**src/rtl/coin_payer.sv**
```systemverilog
// rtl/coin_payer.sv - coin bus payment initiator for the vending FSM; define COIN_PAYER_STATS_EN for coins_sent/txn_ok counters
module coin_payer #(
    parameter int AMT_W        = 4,
    parameter int GAP          = 0,
    parameter int RESP_TIMEOUT = 4
) (
    input  logic             clk,
    input  logic             rst,
    input  logic             start,
    input  logic [AMT_W-1:0] amount,
    input  logic             pref_two,
    input  logic             product_in,
    input  logic             change_in,
    output logic [1:0]       coin,
    output logic             busy,
    output logic             done,
    output logic             paid_ok,
    output logic             change_seen,
    output logic             timeout_err,
    output logic [AMT_W-1:0] remaining
`ifdef COIN_PAYER_STATS_EN
    ,
    output logic [7:0]       coins_sent,
    output logic [7:0]       txn_ok
`endif
);

    localparam int              RC_W      = (RESP_TIMEOUT > 1) ? $clog2(RESP_TIMEOUT) : 1;
    localparam logic [RC_W-1:0] RESP_LAST = RC_W'(RESP_TIMEOUT - 1);
    localparam logic [3:0]      GAP_LAST  = 4'((GAP > 0) ? (GAP - 1) : 0);

    typedef enum logic [2:0] {
        S_IDLE,
        S_SEND,
        S_GAP,
        S_WAIT_RESP,
        S_DONE
    } state_t;

    state_t          state;
    logic            pref_q;
    logic [3:0]      gap_cnt;
    logic [RC_W-1:0] resp_cnt;
    logic [1:0]      next_coin;

    // A 2-rupee coin is only chosen when at least 2 remain, so remaining never underflows.
    function automatic logic [1:0] pick_coin(input logic two_ok, input logic [AMT_W-1:0] amt);
        if (two_ok && (amt >= AMT_W'(2))) begin
            return 2'd2;
        end
        return 2'd1;
    endfunction

    assign next_coin = pick_coin(pref_q, remaining);

    // Payment sequencer: splits the request into coins, then waits for the vend response.
    always_ff @(posedge clk) begin
        if (rst) begin
            state       <= S_IDLE;
            coin        <= 2'd0;
            busy        <= 1'b0;
            done        <= 1'b0;
            paid_ok     <= 1'b0;
            change_seen <= 1'b0;
            timeout_err <= 1'b0;
            remaining   <= '0;
            pref_q      <= 1'b0;
            gap_cnt     <= 4'd0;
            resp_cnt    <= '0;
        end else begin
            done <= 1'b0;
            case (state)
                S_IDLE: begin
                    coin <= 2'd0;
                    busy <= 1'b0;
                    if (start && (amount != '0)) begin
                        pref_q      <= pref_two;
                        coin        <= pick_coin(pref_two, amount);
                        remaining   <= amount - AMT_W'(pick_coin(pref_two, amount));
                        paid_ok     <= 1'b0;
                        change_seen <= 1'b0;
                        timeout_err <= 1'b0;
                        busy        <= 1'b1;
                        state       <= S_SEND;
                    end
                end
                S_SEND: begin
                    if (product_in) begin
                        // Vending FSM reached price early: stop and keep the unsent amount.
                        coin        <= 2'd0;
                        paid_ok     <= 1'b1;
                        change_seen <= change_in;
                        done        <= 1'b1;
                        state       <= S_DONE;
                    end else if (remaining != '0) begin
                        if (GAP == 0) begin
                            coin      <= next_coin;
                            remaining <= remaining - AMT_W'(next_coin);
                        end else begin
                            coin    <= 2'd0;
                            gap_cnt <= 4'd0;
                            state   <= S_GAP;
                        end
                    end else begin
                        coin     <= 2'd0;
                        resp_cnt <= '0;
                        state    <= S_WAIT_RESP;
                    end
                end
                S_GAP: begin
                    if (product_in) begin
                        paid_ok     <= 1'b1;
                        change_seen <= change_in;
                        done        <= 1'b1;
                        state       <= S_DONE;
                    end else if (gap_cnt == GAP_LAST) begin
                        coin      <= next_coin;
                        remaining <= remaining - AMT_W'(next_coin);
                        state     <= S_SEND;
                    end else begin
                        gap_cnt <= gap_cnt + 4'd1;
                    end
                end
                S_WAIT_RESP: begin
                    // Product on the timeout edge still counts as a successful vend.
                    if (product_in) begin
                        paid_ok     <= 1'b1;
                        change_seen <= change_in;
                        done        <= 1'b1;
                        state       <= S_DONE;
                    end else if (resp_cnt == RESP_LAST) begin
                        timeout_err <= 1'b1;
                        done        <= 1'b1;
                        state       <= S_DONE;
                    end else begin
                        resp_cnt <= resp_cnt + 1'b1;
                    end
                end
                S_DONE: begin
                    busy  <= 1'b0;
                    state <= S_IDLE;
                end
                default: begin
                    coin  <= 2'd0;
                    busy  <= 1'b0;
                    state <= S_IDLE;
                end
            endcase
        end
    end

`ifdef COIN_PAYER_STATS_EN
    // Lifetime counters: every cycle with a nonzero coin is one coin driven; every paid DONE is one good transaction.
    always_ff @(posedge clk) begin
        if (rst) begin
            coins_sent <= 8'd0;
            txn_ok     <= 8'd0;
        end else begin
            if ((coin != 2'd0) && (coins_sent != 8'hff)) begin
                coins_sent <= coins_sent + 8'd1;
            end
            if (done && paid_ok && (txn_ok != 8'hff)) begin
                txn_ok <= txn_ok + 8'd1;
            end
        end
    end
`endif

endmodule

```
**config.mk**
```make
export PLATFORM = sky130hd
export DESIGN_NAME = coin_payer
export DESIGN_NICKNAME = d
export VERILOG_FILES = /design/src/rtl/coin_payer.sv
export SDC_FILE = /design/constraint.sdc
export NUM_CORES = 1
export LEC_CHECK = 0
export BUFFER_PORTS_ARGS = -buffer_cell sky130_fd_sc_hd__buf_2
export CAP_MARGIN = 20
export CORE_MARGIN = 4
export CORE_UTILIZATION = 50
export DETAILED_ROUTE_END_ITERATION = 8
export PLACE_DENSITY_LB_ADDON = 0.3
export SLEW_MARGIN = 10
export SYNTH_ARGS = -nofsm -noshare
export SYNTH_HDL_FRONTEND = slang
export SYNTH_SLANG_ARGS = --single-unit
```
**constraint.sdc**
```tcl
create_clock -name clk -period 3.2 [get_ports clk]
set_input_delay 0.64 -clock clk [delete_from_list [all_inputs] [get_ports clk]]
set_output_delay 0.64 -clock clk [all_outputs]
set_load 0.02 [all_outputs]
```
==> reports/results.ini <==
[power]
p_seq_share_pct=37.4
intPower_uw=571
switching_share_pct=43.0
ir_drop_mv=0.407
p_sw_uw=431
p_clk_share_pct=13.1
combinationalPowerShare_pct=49.5
leakagePower_uw=0.000649
power_density_mw_per_mm2=677

[yosys]
synth_flop_cell=dfxtp_1
synth_commonest_cells=21 x dfxtp_1, 17 x nor2_1, 16 x a21oi_1, 14 x inv_1, 10 x nand2_1
synth.most_common_cell=dfxtp_1
yosysSeqAreaShare_pct=30.2
synth_compound_area_share_pct=17.6
synth_seq_cells=21
synth_edf_count=0
syn-num-nets=180
synth_xor_area_share_pct=3.78
async_reset_ff_share_pct=0
synth_area_mm2=0.00139
synthMuxAreaShare_pct=6.48
synth.largest_area_cell=dfxtp_1
synthDistinctLibCells=41
synth_area_leaders=dfxtp_1 30%, mux2i_1 6.5%, ha_1 6.3%
yosysWarningCount=0
synthDominantCellAreaShare_pct=30.2
synthSimpleGateAreaFrac_pct=23.5
syn_avg_cell_area_um2=8.63
syn_inst=161
synth_top_family_by_area=simple AND/OR/NAND/NOR gates
synth_adder_area_share_pct=9.18

[floorplanning]
num_io_pins=21
dieArea_mm2=0.00369
coreArea_mm2=0.00257
die_y_um=60.7
initial_core_util_pct=54.1
die_w_um=60.7
rows=18

[cts]
clock-sinks=21
postCtsHoldBufs=0
clkSlewWorstSetupHoldPaths_ns=0.12
cts_tree=done
cts_made_buffers=3
cts-root-buf=clkbuf_4
post_cts_buffers=0
clock_latency_ns=0.31
cts_resized=0
max-clock-path-buffers=2
htreeDepth=1

[worst_setup_path]
crit_chain=buf_2 > o31ai_1 > ha_1 > inv_1 > a211oi_1 > xor2_1 > mux2i_1 > o32ai_1
worstPathRequired_ns=3.43
critPathTopFamily=compound AO/OA/AOI/OAI gates
critPathLaunchType=input port
critPathMaxFanout=4
path_buf_inv=2
arrival_ns=2.44
cpPeakStageDelay_ns=0.50
cp_slowest_cell=o31ai_1
crit_path_end_kind=flop
critPathKind=in -> reg

[drt]
vias=1158
drt_first_iter_violations=14
drc_errors=0
wire_per_inst_um=13.7
ant_nets=0
via_per_inst=5.59
routed_wirelength_mm=2.84
first_pass_iters=5

[finish]
drive_above_1_share_pct=19.2
antenna_cells=0
nFillCells=243
syn_to_final_growth_pct=6.48
num-nets-final=197
stdcell_area_mm2=0.00148

[worst_hold_path]
min_path_type=reg -> reg

[sta]
max_freq_ghz=0.453
worst_pin_slew_ns=0.661
rsz0062_at_grt=false
setup_violations=0
fin_skew_ns=0.00111
hold_viol=0
post-route-period-util_pct=69.0
tns_ns=0
report.final.slew_viol_count=0
period_minus_slack_ns=2.21
slew_headroom_pct=55.8

[job]
maxCapViolations=0

[outcome]
status=finished, final reports clean

[placement]
globalplace.congestion=0.872
dpl_cell_area_mm2=0.00145
portBuffers=20
dp_hpwl_mm=2.24

[global_routing]
grt_pass1_vias=1088
grt-ovfl-total=0
grt_max_degree=22
grt_pass1_wl_mm=4.89
antenna_found_initial=0
grt_usage_pct=17.9

## stage by stage
stage          worst slack, ns  util [%]  instances  hold WS, ns  power, µW
3_5_place_dp             0.664      56.6        203        0.447        877
5_1_grt                  0.939      57.7        207        0.477       1090
4_1_cts                   1.02      57.7        207        0.465       1010
2_1_floorplan             1.11         -        161        0.433        769
3_3_place_gp             0.878      56.6        203        0.438        855
6_report                 0.993      57.7        207        0.457       1000
## power groups by stage
stage | sequential [µW] | clock [µW] | combinational [µW]
after floorplan | 394 | 0 | 375
after global placement | 376 | 0 | 479
after detailed placement | 381 | 0 | 496
after CTS | 373 | 136 | 498
after global routing | 385 | 152 | 555
final | 375 | 131 | 496
## state kept, by name (all words and copies together) (netlist names)
register     cells
pref_q           1
paid_ok          1
gap_cnt          4
done             1
remaining        4
busy             1
resp_cnt         2
change_seen      1
coin             2
timeout_err      1
state            3
## cell type report
type | count | area, µm² | area share, %
clock inverters | 1 | 5.00 | 0.338
clock buffers | 3 | 22.5 | 1.52
flip-flops and latches | 21 | 420 | 28.4
multi-input cells | 118 | 842 | 56.9
repair buffers | 20 | 100 | 6.76
inverters | 14 | 52.6 | 3.55
well taps | 30 | 37.5 | 2.54
## path summary, 6_finish.rpt
check / start / end / slack [ns] / depth (start not counted)
max reg2reg: remaining[1] / remaining[1] / 1.24 / 6
min: coin[1] / coin[1] / 0.46 / 2
min reg2reg: coin[1] / coin[1] / 0.46 / 2
max: amount[3] / remaining[3] / 0.99 / 8
## layer usage
layer | up-vias | global-route usage [%] | part of all wire (%)
met5 | - | 0 | 0
met4 | 0 | 9.91 | 1.5
met3 | 4 | 3.40 | 3.6
met2 | 20 | 29.0 | 49
met1 | 544 | 22.3 | 46
li1 | 590 | - | -
## cell families after synthesis
group	count (synthesis)
AND/OR/NAND/NOR	56
AO/OA/AOI/OAI	38
buffers and inverters	22
flip-flops	21
multiplexers	9
adder cells (fa/ha/maj)	9
XOR/XNOR	6
## cells in the final DEF, fill, tap and decap left out, types with 2 or more instances in the layout
cell      count
a211oi_1      3
clkbuf_4      3
or4_4         2
nor2_1       17
o32ai_1       2
dfxtp_1      21
inv_1        14
nand2_1      10
o21ai_1       3
nand3_1       2
nand2b_1      5
nor3_1        4
o21ai_0       5
buf_2        20
xor2_1        4
a21oi_1      16
or2_1         2
fa_1          2
xnor2_1       2
ha_1          7
o31ai_1       2
mux2i_1       9
nor2b_1       5
## worst reg2reg max path, stage by stage, from the launching register on
cell     delay [ns]
dfxtp_1        0.38
o31ai_1        0.50
inv_1          0.16
fa_1           0.54
mux2i_1        0.07
mux2i_1        0.15
nor2_1         0.05
No activity file was read; power rests on OpenSTA's default activity.
